### src/rtl/dsp_inverse.sv
// dsp_inverse: exact FIR inverse of the second-order difference-equation block.
// Recovers x[n] = y[n] - ((A1*y[n-1] + A2*y[n-2]) >>> SHIFT), mod 256.
// The datapath is a two-stage valid/ready pipeline. Stage 1 computes the
// sample and stage 2 drives the output register.
//
// Ports:
//   clk       in   rising-edge clock
//   reset     in   asynchronous active-low reset
//   clear     in   synchronous flush of history, pipeline and count (active-high)
//   y         in   [7:0] forward-filter output sample (two's complement)
//   in_valid  in   y is valid this cycle
//   in_ready  out  block accepts y this cycle (combinational)
//   x         out  [7:0] recovered excitation (two's complement, registered)
//   out_valid out  x is valid (registered)
//   out_ready in   downstream accepts x
//   count     out  [7:0] samples emitted since reset/clear, wraps at 256
module dsp_inverse #(
  parameter logic signed [7:0] A1    = 8'sd1,
  parameter logic signed [7:0] A2    = 8'sd0,
  parameter int unsigned       SHIFT = 0
) (
  input  logic       clk,
  input  logic       reset,
  input  logic       clear,
  input  logic [7:0] y,
  input  logic       in_valid,
  output logic       in_ready,
  output logic [7:0] x,
  output logic       out_valid,
  input  logic       out_ready,
  output logic [7:0] count
);

  logic [7:0] y1_q, y1_d;
  logic [7:0] y2_q, y2_d;
  logic       s1_valid_q, s1_valid_d;
  logic [7:0] s1_x_q, s1_x_d;
  logic       s2_valid_q, s2_valid_d;
  logic [7:0] s2_x_q, s2_x_d;
  logic [7:0] count_q, count_d;

  logic               in_xfer_s;
  logic               out_xfer_s;
  logic               s2_load_s;
  logic signed [15:0] p1_s;
  logic signed [15:0] p2_s;
  logic signed [16:0] fb_sum_s;
  logic signed [16:0] fb_sh_s;
  logic [7:0]         x_new_s;

  // Handshake decode: stage 2 can load when empty or when its sample is leaving.
  always_comb begin
    s2_load_s  = !s2_valid_q || out_ready;
    out_xfer_s = s2_valid_q && out_ready;
    in_ready   = !clear && (!s1_valid_q || s2_load_s);
    in_xfer_s  = in_valid && in_ready;
  end

  // Feedback term: 8x8 signed products, 17-bit sum, floor shift, keep low byte.
  always_comb begin
    p1_s     = $signed({{8{A1[7]}}, A1}) * $signed({{8{y1_q[7]}}, y1_q});
    p2_s     = $signed({{8{A2[7]}}, A2}) * $signed({{8{y2_q[7]}}, y2_q});
    fb_sum_s = $signed({p1_s[15], p1_s}) + $signed({p2_s[15], p2_s});
    fb_sh_s  = fb_sum_s >>> SHIFT;
    x_new_s  = y - fb_sh_s[7:0];
  end

  // Next-state logic for history, both stages and the output counter.
  always_comb begin
    y1_d       = y1_q;
    y2_d       = y2_q;
    s1_valid_d = s1_valid_q;
    s1_x_d     = s1_x_q;
    s2_valid_d = s2_valid_q;
    s2_x_d     = s2_x_q;
    count_d    = count_q;
    if (clear) begin
      // Flush wins over every transfer in the same cycle.
      y1_d       = 8'd0;
      y2_d       = 8'd0;
      s1_valid_d = 1'b0;
      s1_x_d     = 8'd0;
      s2_valid_d = 1'b0;
      s2_x_d     = 8'd0;
      count_d    = 8'd0;
    end else begin
      if (s2_load_s) begin
        s2_valid_d = s1_valid_q;
        s2_x_d     = s1_x_q;
      end else begin
        s2_valid_d = s2_valid_q;
        s2_x_d     = s2_x_q;
      end
      if (in_xfer_s) begin
        s1_valid_d = 1'b1;
        s1_x_d     = x_new_s;
        y2_d       = y1_q;
        y1_d       = y;
      end else if (s2_load_s) begin
        // Stage 1 contents (if any) moved into stage 2.
        s1_valid_d = 1'b0;
      end else begin
        s1_valid_d = s1_valid_q;
      end
      if (out_xfer_s) begin
        count_d = count_q + 8'd1;
      end else begin
        count_d = count_q;
      end
    end
  end

  // State registers with asynchronous active-low reset.
  always_ff @(posedge clk or negedge reset) begin
    if (!reset) begin
      y1_q       <= 8'd0;
      y2_q       <= 8'd0;
      s1_valid_q <= 1'b0;
      s1_x_q     <= 8'd0;
      s2_valid_q <= 1'b0;
      s2_x_q     <= 8'd0;
      count_q    <= 8'd0;
    end else begin
      y1_q       <= y1_d;
      y2_q       <= y2_d;
      s1_valid_q <= s1_valid_d;
      s1_x_q     <= s1_x_d;
      s2_valid_q <= s2_valid_d;
      s2_x_q     <= s2_x_d;
      count_q    <= count_d;
    end
  end

  // Output drivers come straight from registers.
  always_comb begin
    x         = s2_x_q;
    out_valid = s2_valid_q;
    count     = count_q;
  end

endmodule

### config.mk
export PLATFORM = sky130hd
export DESIGN_NAME = dsp_inverse
export DESIGN_NICKNAME = d
export VERILOG_FILES = /design/src/rtl/dsp_inverse.sv
export SDC_FILE = /design/constraint.sdc
export NUM_CORES = 1
export LEC_CHECK = 0
export ABC_AREA = 0
export CORE_MARGIN = 2
export CORE_UTILIZATION = 50
export CTS_BUF_LIST = sky130_fd_sc_hd__clkbuf_8
export DETAILED_ROUTE_END_ITERATION = 10
export PLACE_DENSITY = 0.76
export SLEW_MARGIN = 20
export SYNTH_ARGS = -nofsm -noshare
export SYNTH_HDL_FRONTEND = slang
export SYNTH_SLANG_ARGS = --single-unit
### constraint.sdc
create_clock -name clk -period 2.4 [get_ports clk]
set_input_delay 0.36 -clock clk [delete_from_list [all_inputs] [get_ports clk]]
set_output_delay 0.36 -clock clk [all_outputs]
set_load 0.02 [all_outputs]
==> impl_metrics.json <==
{
  "row_count": 21,
  "avgRoutedWirePerCell_um": 13.4,
  "r2r_cells": 7,
  "path_cells": "clkdlybuf4s50_1 -> nor2b_1 -> a21oi_1 -> clkdlybuf4s50_1",
  "drive_gt1_share_pct": 8.72,
  "n_antenna_cell": 0,
  "postRouteAntennaNets": 0,
  "cts_buffers": 5,
  "slew_viol_final": 0,
  "min_period_ns": 2.11,
  "cp-start-kind": "input port",
  "numClockSinks": 34,
  "io_pins": 31,
  "syn-cell-area_um2": 1760,
  "cts_resized": 0,
  "syn_inst": 183,
  "fin_skew_ns": 0.00734,
  "worst_path_most_repeated_cell": "clkdlybuf4s50_1",
  "synthMuxAreaShare_pct": 0.569,
  "die_h_um": 63.3,
  "worstPathRequired_ns": 2.04,
  "power.density_nw_per_um2": 591,
  "fmax_mhz": 474,
  "antenna_found_initial": 0,
  "wirelength_um": 3530,
  "holdWs_ns": 0.479,
  "clk_latency_ns": 0.29,
  "ys_seq_area_share_pct": 48.4,
  "ir_worst_vdd_mv": 0.278,
  "area_growth_syn_to_layout_pct": 25.7,
  "core_um2": 3360,
  "fillers": 305,
  "timing.rr.end": "s1_x_q[6]",
  "slew_headroom_pct": 70.9,
  "synth-compound-area-share_pct": 15.5,
  "gr-usage-all-layers_pct": 19.7,
  "port-buffer-count": 30,
  "nNetsFinal": 240,
  "finalHoldViolations": 0,
  "synthAdderAreaFrac_pct": 7.54,
  "yosysWarnings": 0,
  "synth_edf_count": 0,
  "first_global_vias": 1394,
  "dpl.hpwl_um": 2600,
  "setup_viol": 0,
  "place_congestion": 0.868,
  "placedCellCount": 256,
  "critPathMaxStageDelay_ns": 0.63,
  "yosys.area_share.simple_pct": 18.1,
  "drc": 0,
  "crit_slowest_cell": "clkdlybuf4s50_1",
  "cts_tree": "yes",
  "grt_max_degree": 35,
  "synth_flop_cell": "dfrtp_1",
  "clk_path_buf_depth": 2,
  "hold_buffers": 0,
  "end_kind": "output port",
  "tightest_slew_ns": 0.436,
  "crit_fanout": 4,
  "synth_xor_area_share_pct": 4.98,
  "finalCritPeriodShare_pct": 87.8,
  "synth_nets": 206,
  "r2r_slack_ns": 0.52,
  "syn_avg_cell_area_um2": 9.61,
  "area.sequential_um2": 851,
  "vias": 1425,
  "first_pass_iters": 4,
  "post-cts-setup-buffers": 0,
  "path_clk_slew_ns": 0.07,
  "via_per_inst": 5.40,
  "status": "finished clean",
  "grt_pass1_wl_um": 6180,
  "drt_iter0_drc": 71,
  "root_buffer": "clkbuf_8",
  "synth_seq_cells": 34,
  "r2r_start": "y1_q[0]",
  "cp-startpoint": "out_ready",
  "die_width_um": 63.3,
  "worstPathArrival_ns": 1.75,
  "start_util_pct": 52.3,
  "fin_tns_setup_ns": 0,
  "multiInputGateArea_um2": 821,
  "path_class": "input port to output port",
  "hold_class": "input port to async pin",
  "async_flop_share_pct": 100,
  "rsz0062_at_grt": "no",
  "maxCapViolCount": 0,
  "htreeDepth": 2,
  "synth_top_family_by_area": "simple AND/OR/NAND/NOR gates",
  "grt_overflow": 0,
  "leakage_uw": 0.00101,
  "dieArea_um2": 4010,
  "stdcell_count": 264,
  "yosysUniqueCellTypes": 37
}
cell usage in the layout, fill, tap and decap left out, types with 7 or more instances in the layout:
master and instances:
o21ai_0 9, nand2_1 32, ha_1 9, inv_1 12
dfrtp_1 34, xor2_1 8, a21oi_1 13, nor2_1 12
o31ai_1 7, clkdlybuf4s50_1 30
power by group:
group / total [µW] / leakage, µW / internal, µW / switching [µW]
Combinational: 239 / 0.000499 / 107 / 132
Sequential: 634 / 0.000458 / 612 / 22.4
Clock: 433 / 0.0000524 / 227 / 206
cell type report:
cell class	count	share of cell area [%]
Tap cell	46	2.60
Clock buffer	6	3.74
Inverter	12	2.04
Clock inverter	2	0.396
Timing Repair Buffer	36	15.6
Multi-Input combinational cell	128	37.1
Sequential cell	34	38.5
state kept, by name, summed over array words and instances (netlist names):
name	flops
count	8
s1_x_q	8
y1_q	8
x	8
s1_valid_q	1
out_valid	1
worst max path at each step:
stage / to / slack [ns]
after global placement: s1_x_q[6] / 0.09
after detailed placement: s1_x_q[6] / 0.06
after floorplan: s1_x_q[6] / 0.55
after CTS: in_ready / 0.29
after global routing: in_ready / 0.21
final: in_ready / 0.29
synth_stat cells, types with 2 or more instances:
| cell type | instances | area, µm² |
|---|---|---|
| o31ai_1 | 7 | 52.6 |
| nand4_1 | 5 | 31.3 |
| buf_2 | 4 | 20.0 |
| a211oi_1 | 3 | 22.5 |
| ha_1 | 9 | 113 |
| xnor2_1 | 2 | 17.5 |
| nor2b_1 | 2 | 12.5 |
| inv_1 | 11 | 41.3 |
| xor2_1 | 8 | 70.1 |
| nand3_1 | 5 | 25.0 |
| and3_1 | 3 | 18.8 |
| nand2_1 | 32 | 120 |
| nor2_1 | 12 | 45.0 |
| dfrtp_1 | 34 | 851 |
| o21ai_0 | 9 | 45.0 |
| clkbuf_1 | 4 | 15.0 |
| a21oi_1 | 13 | 65.1 |
stage by stage:
stage / util, % / area, µm² / power [µW] / setup slack [ns]
after floorplan: - / 1760 / 786 / 0.552
after global placement: 63.0 / 2120 / 874 / 0.0875
after detailed placement: 63.0 / 2120 / 883 / 0.0577
after CTS: 65.7 / 2210 / 1320 / 0.288
after global routing: 65.7 / 2210 / 1370 / 0.211
final: 65.7 / 2210 / 1310 / 0.292
cells by family (layout without fill, tap and decap cells):
group	count (synthesis)	after routing
simple gates	66	66
xor+xnor	10	10
compound gates	41	41
flops	34	34
fa+ha+maj	10	10
buf+inv	21	56
mux	1	1
layer usage:
layer / track usage [%] / wire, µm / vias to the layer above
li1: - / - / 695
met4: 7.88 / 57 / 0
met1: 25.1 / 1610 / 682
met3: 5.36 / 195 / 6
met5: 0 / 0 / -
met2: 31.8 / 1670 / 42
critical path, delay by kind of cell:
family | cells | cell delay, ns
AND/OR/NAND/NOR | 1 | 0.08
buffers and inverters | 2 | 1.15
AO/OA/AOI/OAI | 1 | 0.16
Note: power is estimated with default switching activity, not from simulation.
